<file path="src/rtl/operand_fetch_pkg.sv">
// Shared types and constants for the operand fetch stage and its consumers.
// Execute imports the operand bundle layout from here.
package operand_fetch_pkg;

    localparam int XLEN_DEFAULT   = 32;
    localparam int CTRL_W_DEFAULT = 16;
    localparam int REG_IDX_W      = 5;
    localparam int NUM_REGS       = 32;

    localparam logic [REG_IDX_W-1:0] X0 = '0;

    typedef struct packed {
        logic [XLEN_DEFAULT-1:0]   rs1_data;
        logic [XLEN_DEFAULT-1:0]   rs2_data;
        logic [REG_IDX_W-1:0]      rd;
        logic                      rd_we;
        logic [CTRL_W_DEFAULT-1:0] ctrl;
    } operand_bundle_t;

endpackage

</file>
<file path="src/rtl/operand_fetch_scoreboard.sv">
// Pending-write scoreboard: one busy bit per architectural register plus the
// RAW hazard lookup for both source operands.
module reg_scoreboard
    import operand_fetch_pkg::*;
(
    input  logic                 clk,
    input  logic                 rst_n,
    input  logic                 set_en,
    input  logic [REG_IDX_W-1:0] set_idx,
    input  logic                 clr_en,
    input  logic [REG_IDX_W-1:0] clr_idx,
    input  logic                 byp_en,
    input  logic [REG_IDX_W-1:0] byp_idx,
    input  logic                 held_en,
    input  logic [REG_IDX_W-1:0] held_idx,
    input  logic                 rs1_used,
    input  logic [REG_IDX_W-1:0] rs1,
    input  logic                 rs2_used,
    input  logic [REG_IDX_W-1:0] rs2,
    output logic                 hz_rs1,
    output logic                 hz_rs2,
    output logic [NUM_REGS-1:0]  busy_vec
);

    logic [NUM_REGS-1:0] busy_q;
    logic [NUM_REGS-1:0] busy_d;

    // Set is applied after clear: the issuing instruction is younger than the retiring one.
    always_comb begin
        busy_d = busy_q;
        if (clr_en) busy_d[clr_idx] = 1'b0;
        if (set_en) busy_d[set_idx] = 1'b1;
        busy_d[X0] = 1'b0;
    end

    always_ff @(posedge clk or negedge rst_n) begin
        if (!rst_n) busy_q <= '0;
        else        busy_q <= busy_d;
    end

    function automatic logic src_hazard(input logic                 used,
                                        input logic [REG_IDX_W-1:0] idx,
                                        input logic [NUM_REGS-1:0]  busy,
                                        input logic                 wb_hit_en,
                                        input logic [REG_IDX_W-1:0] wb_idx,
                                        input logic                 held_hit_en,
                                        input logic [REG_IDX_W-1:0] held_rd);
        logic pend, wb_hit, held_hit;
        pend     = busy[idx] & !(wb_hit_en & (wb_idx == idx));
        held_hit = held_hit_en & (held_rd == idx);
        wb_hit   = pend | held_hit;
        return used & (idx != X0) & wb_hit;
    endfunction

    assign hz_rs1   = src_hazard(rs1_used, rs1, busy_q, byp_en, byp_idx, held_en, held_idx);
    assign hz_rs2   = src_hazard(rs2_used, rs2, busy_q, byp_en, byp_idx, held_en, held_idx);
    assign busy_vec = busy_q;

endmodule

</file>
<file path="src/rtl/operand_fetch.sv">
// Operand fetch: register file read, writeback bypass, RAW stall via the
// scoreboard, and a one-entry valid/ready register toward execute.
module operand_fetch
    import operand_fetch_pkg::*;
#(
    parameter int XLEN   = XLEN_DEFAULT,
    parameter int CTRL_W = CTRL_W_DEFAULT
) (
    input  logic                 clk,
    input  logic                 rst_n,
    input  logic                 in_valid,
    output logic                 in_ready,
    input  logic [REG_IDX_W-1:0] in_rs1,
    input  logic [REG_IDX_W-1:0] in_rs2,
    input  logic [REG_IDX_W-1:0] in_rd,
    input  logic                 in_rs1_used,
    input  logic                 in_rs2_used,
    input  logic                 in_rd_we,
    input  logic [CTRL_W-1:0]    in_ctrl,
    output logic [REG_IDX_W-1:0] rf_rs1,
    output logic [REG_IDX_W-1:0] rf_rs2,
    input  logic [XLEN-1:0]      rf_rdata1,
    input  logic [XLEN-1:0]      rf_rdata2,
    input  logic                 wb_valid,
    input  logic                 wb_we,
    input  logic [REG_IDX_W-1:0] wb_rd,
    input  logic [XLEN-1:0]      wb_data,
    input  logic                 flush,
    output logic                 out_valid,
    input  logic                 out_ready,
    output logic [XLEN-1:0]      out_rs1_data,
    output logic [XLEN-1:0]      out_rs2_data,
    output logic [REG_IDX_W-1:0] out_rd,
    output logic                 out_rd_we,
    output logic [CTRL_W-1:0]    out_ctrl,
    output logic                 hazard_stall,
    output logic [NUM_REGS-1:0]  busy_vec
);

    logic                 vld_p1;
    logic [XLEN-1:0]      rs1_data_p1;
    logic [XLEN-1:0]      rs2_data_p1;
    logic [REG_IDX_W-1:0] rd_p1;
    logic                 rd_we_p1;
    logic [CTRL_W-1:0]    ctrl_p1;

    logic wb_byp, hz_rs1, hz_rs2, slot_free, in_fire, out_fire, issue;

    // The register file writes at the edge, so a same-cycle retire must be forwarded here.
    function automatic logic [XLEN-1:0] sel_operand(input logic [REG_IDX_W-1:0] idx,
                                                    input logic [XLEN-1:0]      rf,
                                                    input logic                 byp,
                                                    input logic [REG_IDX_W-1:0] byp_idx,
                                                    input logic [XLEN-1:0]      byp_data);
        if (idx == X0)                   return '0;
        else if (byp && (byp_idx == idx)) return byp_data;
        else                             return rf;
    endfunction

    assign rf_rs1       = in_rs1;
    assign rf_rs2       = in_rs2;
    assign wb_byp       = wb_valid & wb_we;
    assign hazard_stall = in_valid & (hz_rs1 | hz_rs2);
    assign slot_free    = !vld_p1 | out_ready;
    assign in_ready     = !hazard_stall & slot_free & !flush;
    assign in_fire      = in_valid & in_ready;
    assign out_fire     = vld_p1 & out_ready;
    assign issue        = out_fire & !flush & rd_we_p1;

    reg_scoreboard u_sb (
        .clk      (clk),
        .rst_n    (rst_n),
        .set_en   (issue),
        .set_idx  (rd_p1),
        .clr_en   (wb_valid),
        .clr_idx  (wb_rd),
        .byp_en   (wb_byp),
        .byp_idx  (wb_rd),
        .held_en  (vld_p1 & rd_we_p1),
        .held_idx (rd_p1),
        .rs1_used (in_rs1_used),
        .rs1      (in_rs1),
        .rs2_used (in_rs2_used),
        .rs2      (in_rs2),
        .hz_rs1   (hz_rs1),
        .hz_rs2   (hz_rs2),
        .busy_vec (busy_vec)
    );

    // ---- p1: decode -> execute holding register ----
    always_ff @(posedge clk or negedge rst_n) begin
        if (!rst_n) begin
            vld_p1      <= 1'b0;
            rs1_data_p1 <= '0;
            rs2_data_p1 <= '0;
            rd_p1       <= '0;
            rd_we_p1    <= 1'b0;
            ctrl_p1     <= '0;
        end else if (flush) begin
            vld_p1 <= 1'b0;
        end else if (in_fire) begin
            vld_p1      <= 1'b1;
            rs1_data_p1 <= sel_operand(in_rs1, rf_rdata1, wb_byp, wb_rd, wb_data);
            rs2_data_p1 <= sel_operand(in_rs2, rf_rdata2, wb_byp, wb_rd, wb_data);
            rd_p1       <= in_rd;
            rd_we_p1    <= in_rd_we;
            ctrl_p1     <= in_ctrl;
        end else if (out_ready) begin
            vld_p1 <= 1'b0;
        end
    end

    assign out_valid    = vld_p1;
    assign out_rs1_data = rs1_data_p1;
    assign out_rs2_data = rs2_data_p1;
    assign out_rd       = rd_p1;
    assign out_rd_we    = rd_we_p1;
    assign out_ctrl     = ctrl_p1;

endmodule

</file>
<file path="config.mk">
export PLATFORM = sky130hd
export DESIGN_NAME = operand_fetch
export DESIGN_NICKNAME = d
export VERILOG_FILES = /design/src/rtl/operand_fetch_pkg.sv /design/src/rtl/operand_fetch_scoreboard.sv /design/src/rtl/operand_fetch.sv
export SDC_FILE = /design/constraint.sdc
export NUM_CORES = 1
export LEC_CHECK = 0
export CAP_MARGIN = 5
export CORE_MARGIN = 2
export CORE_UTILIZATION = 44
export DETAILED_ROUTE_END_ITERATION = 6
export PLACE_DENSITY = 0.86
export SLEW_MARGIN = 20
export SYNTH_ARGS = -nofsm -noshare
export SYNTH_HDL_FRONTEND = slang
export SYNTH_SLANG_ARGS = --single-unit
export TNS_END_PERCENT = 1
</file>
<file path="constraint.sdc">
create_clock -name clk -period 3.05 [get_ports clk]
set_input_delay 0.4575 -clock clk [delete_from_list [all_inputs] [get_ports clk]]
set_output_delay 0.4575 -clock clk [all_outputs]
set_load 0.02 [all_outputs]
</file>
[Word-level counts from Yosys, hierarchy flattened]
Cells that the tools add are included.
Word-level totals
  register bits: 118
  input port bits: 142
  output and inout port bits: 131
  word-level logic and storage cells: 76
Cells by class
  magnitude comparators: 6
  equality and inequality tests: 4
  mux-type cells: 17
  bitwise operators: 27
  reductions and logical operators: 15
Operators with widths (count)
  two-way mux 32 bit: 6
  AND 32 bit: 1
  inverter 32 bit: 1
  bitwise OR 32 bit: 1
  < comparator 5 x 6 -> 1 bit (second input constant): 4
  == test 5 bit: 4
  AND 1 bit: 19
  binary-select mux 1 bit (select 5 bit): 2
  demux 1 bit (select 5 bit): 2
  greater-or-equal comparator 5 x 1 -> 1 bit (second input constant): 2
  zero test 5 bit: 2
  nonzero test 5 bit: 2
  two-way mux 1 bit: 7
  zero test 1 bit: 5
  logical AND 1 bit: 4
  bitwise OR 1 bit: 4
  nonzero test 3 bit: 1
  AND reduction 2 bit: 1
  inverter 1 bit: 1

[Depth between registers and ports, before layout]
  word-level depth: 14
  depth in mapped cells: 10
  gate-level depth less buffers: 6

[By module]
A second synthesis with hierarchy kept.
Second synthesis, totals
  cells, all modules: 570
  area, all modules: 6209.7 µm²
By module, submodules not included
  operand_fetch: instances 1, cells an instance 361, area an instance 4065.1 µm², seq. area each 2177.1 µm²
  reg_scoreboard: instances 1, cells an instance 209, area an instance 2144.6 µm², seq. area each 775.7 µm²

[Least setup slack after synthesis]
No wires, ideal clock.
  kind: input -> output
  start point: input port in_rs2[0]
  end point: output port in_ready
  data arrival time: 2119 ps
  required time: 2592 ps
  setup slack: 474 ps
  cell stages on the path: 6
  buffers on the path: 1
  path through: buf_2 mux4_2 a2111o_1 nand4_2 nand3_1 a21oi_1
Between the ends
  word-level cells in the longest chain between the ends: 11
  elaborated cells on any way between the ends: 17
  those cells by class: 2 x eq/ne; 2 x mux; 10 x bitwise; 3 x reduce/logical
Ends and longest elaborated chain
  start: declaration: line operand_fetch.sv:14  | input logic [REG_IDX_W-1:0] in_rs2,
  branches (longest 5 deep; another with binary-select mux 1 bit (select 5 bit))
  AND 1 bit (*): line operand_fetch_scoreboard.sv:52  | return used & (idx != X0) & wb_hit;
  bitwise OR 1 bit (*): line operand_fetch.sv:63  | assign hazard_stall = in_valid & (hz_rs1 | hz_rs2);
  AND 1 bit (*): line operand_fetch.sv:63
  zero test 1 bit (*): line operand_fetch.sv:65  | assign in_ready = !hazard_stall & slot_free & !flush;
  AND 1 bit (*) (2 in series): line operand_fetch.sv:65
  end: declaration: line operand_fetch.sv:12  | output logic in_ready,
Every way passes the cells marked *. The select of a mux whose other input is x is not followed.

[Worst setup path in the final report]
  start point: input port in_rs2[2]
  end point: output port hazard_stall
Between the ends
  word-level cells in the longest chain between the ends: 8
  elaborated cells on any way between the ends: 14
  those cells by class: 2 x eq/ne; 2 x mux; 8 x bitwise; 2 x reduce/logical
Ends and longest elaborated chain
  branches (longest 5 deep; another with binary-select mux 1 bit (select 5 bit))
  AND 1 bit (*): line operand_fetch_scoreboard.sv:52
  bitwise OR 1 bit (*): line operand_fetch.sv:63
  AND 1 bit (*): line operand_fetch.sv:63
  end: declaration: line operand_fetch.sv:36  | output logic hazard_stall,
Marks and branches as above.

==> results.cfg <==
[synthesis]
synth_fa_ha_area_share_pct = 0
synthSimpleGateAreaFrac_pct = 9.71
synth_area_um2 = 6650
synth-edff-count = 0
synthArstFlopShare_pct = 100
avgSynthCellArea_um2 = 11.6
synth_nets = 717
synth.area.top_cells = dfrtp_1, mux2i_1, mux2_4
synthXorXnorAreaFrac_pct = 2.63
synth_top_area_share_pct = 44.4
yosysSeqAreaShare_pct = 44.4
ys_warn_count = 0
ys_ff_latch = 118
synth_top_family_by_area = multiplexers
muxShareOfSynthArea_pct = 31.8
synth_ff_type = dfrtp_1
yosysUniqueCellTypes = 45
synth_cells = 575
synth-compound-area-share_pct = 6.77
synthTopCellsByCount = dfrtp_1, mux2i_1, nor2_1, o21ai_0, mux2_2
synth_top_area_cell = dfrtp_1
yosysMostFrequentCell = dfrtp_1

[floorplanning]
core-area_um2 = 14600
die_area_um2 = 16100
pin_count = 273
die_y_um = 127
die_w_um = 127
initial_core_util_pct = 45.4
rows = 44

[sta]
finalCritPeriodShare_pct = 95.8
finalSetupViolCount = 0
final-hold-violation-count = 0
slew_viol_final = 0
rsz0062_at_grt = no
clock_skew_ns = 0.00915
final.setup.tns_ns = 0
period_minus_slack_ns = 2.92
relSlewSlack_pct = 57.6
worst_pin_slew_ns = 0.636
fmax_mhz = 342

[power_and_ir_drop]
p_clk_share_pct = 33.1
p_leak_uw = 0.00491
p_comb_share_pct = 33.7
seq_power_share_pct = 33.2
switching_share_pct = 30.4
power.internal_uw = 4520
p_sw_uw = 1980
max-vdd-ir-drop_v = 0.000565
power_density_nw_per_um2 = 621

[clock_network]
htree_levels = 4
cts_buffers = 17
cts_tree = built
clk_latency_ns = 0.41
clkSlewWorstSetupHoldPaths_ns = 0.05
post_cts.repair.setup_buffers = 0
cts_sinks = 118
cts.path.max_buffers = 2
cts_root_buf = clkbuf_16

[global_routing]
grt_usage_pct = 28.8
gr-total-overflow = 0
grt_max_degree = 62
antenna_found_initial = 0
grt_pass1_vias = 6220
grt_pass1_wl_um = 35400

[flow_run]
max_cap_viol_count = 0

[placement]
hpwl_um = 16900
port-buffer-count = 271
gp_congestion = 0.948
placed_area_um2 = 9820

[layout]
syn2layout_area_growth_pct = 57.4
layout.nets = 1016
num_antenna_cells = 0
finalInstanceArea_um2 = 10500
fill_cells = 1039
drive_gt1_share_pct = 22.8

[setup_path]
cp.required_ns = 2.59
arrival_ns = 2.46
critical_path.startpoint_type = primary input
crit_type = primary input to output pin
endpoint_kind = output pin
critPathMaxFanout = 9
worstSetupStartpoint = in_rs2[2]
timing.rr.start = u_sb.busy_vec[3]

[route]
drt_iter0_markers = 474
avgRoutedWirePerCell_um = 21.4
antenna_left = 0
vias = 5951
first_pass_iters = 4
routed_wl_um = 23000
drc_errors = 0
routed_via_density = 5.56

[run_status]
status = finished clean

[hold_path]
hold_path_class = flip-flop to flip-flop
worstHoldStart = out_rs2_data[14]
placed cells by master, fill, tap and decap left out, drive strengths merged, types with 2 or more instances in the layout:
cell and instances:
o22ai 2, nor2b 2, or3 3, xnor2 10, dfrtp 118, mux2 88, or4 2, or3b 4
nand3 9, inv 4, o2111ai 2, nand2 9, mux4 9, clkinv 3, bufinv 4, clkdlybuf4s50 264
nand2b 4, nor4 3, o21ai 64, dlygate4sd2 3, nand3b 9, nand4 7, mux2i 77, clkbuf 22
clkinvlp 4, nor3 2, buf 60, a21oi 4, xor2 10, nor2 71
through the flow:
stage               power [uW]  instances  util (%)  hold slack (ns)  setup WS, ns
CTS                       6530       1071      71.5            0.504      -0.00742
global route              6760       1071      71.5            0.522        0.0588
finish                    6500       1071      71.5            0.502         0.129
detailed placement        4350       1038      67.0            0.430        -0.492
floorplan                 3170        575         -            0.162         0.474
global placement          4300       1038      67.0            0.428        -0.453
layer usage:
metal / share of wire (%) / vias up / GRT usage, %
met5: 0 / - / 0
met4: 2.3 / 0 / 9.70
met3: 8.1 / 45 / 8.44
met2: 49 / 307 / 47.2
met1: 41 / 2947 / 36.8
li1: - / 2652 / -
power groups by stage:
stage | Combinational, uW | Clock [uW] | Sequential [uW]
floorplan | 679 | 0 | 2490
global placement | 2150 | 0 | 2150
detailed placement | 2180 | 0 | 2160
CTS | 2200 | 2180 | 2150
global route | 2300 | 2260 | 2200
finish | 2190 | 2150 | 2160
final timing paths:
check | end | cells past startpoint | slack [ns]
max reg2reg | out_rd_we | 9 | 0.43
min in group asynchronous | out_rs1_data[18] | 2 | 0.54
min | out_rs2_data[14] | 1 | 0.50
max in group asynchronous | out_ctrl[10] | 3 | 1.77
max | hazard_stall | 8 | 0.13
min reg2reg | out_rs2_data[14] | 1 | 0.50
worst max-delay path, cell delays in order:
cell	delay (ns)
clkdlybuf4s50_1	0.47
buf_4	0.18
mux4_2	0.52
a211o_1	0.32
nand4_2	0.11
buf_4	0.14
a31oi_1	0.08
clkbuf_2	0.17
kinds of logic after synthesis:
logic type             after synthesis
multiplexers                       174
AND/OR/NAND/NOR                    128
flip-flops                         118
AO/OA/AOI/OAI                       80
buffers and inverters               54
XOR/XNOR                            20
other                                1
cell type report:
| class | count | area [um^2] | share of cell area (%) |
|---|---|---|---|
| timing repair buffer | 330 | 3220 | 30.7 |
| clock inverter | 11 | 173 | 1.65 |
| inverter | 4 | 15.0 | 0.143 |
| sequential | 118 | 2950 | 28.2 |
| tap | 184 | 230 | 2.20 |
| clock buffer | 21 | 470 | 4.49 |
| multi-input combinational | 403 | 3410 | 32.6 |
registers in the layout, indices dropped and copies added, names as in the netlist:
| register | count |
|---|---|
| out_rs1_data | 32 |
| out_rs2_data | 32 |
| u_sb.busy_vec | 31 |
| out_ctrl | 16 |
| out_rd | 5 |
| out_rd_we | 1 |
| out_valid | 1 |
what timing repair did:
| action | 4_1_cts | 5_1_grt |
|---|---|---|
| hold buffers | 1 | 0 |
| gates cloned | 0 | 0 |
| pin swaps | 1 | 3 |
| endpoints found under the setup margin | 2 | 2 |
| gates resized for setup | 10 | 6 |
| hold endpoints to repair | 3 | 0 |
Note: power is estimated with default switching activity, not from simulation.
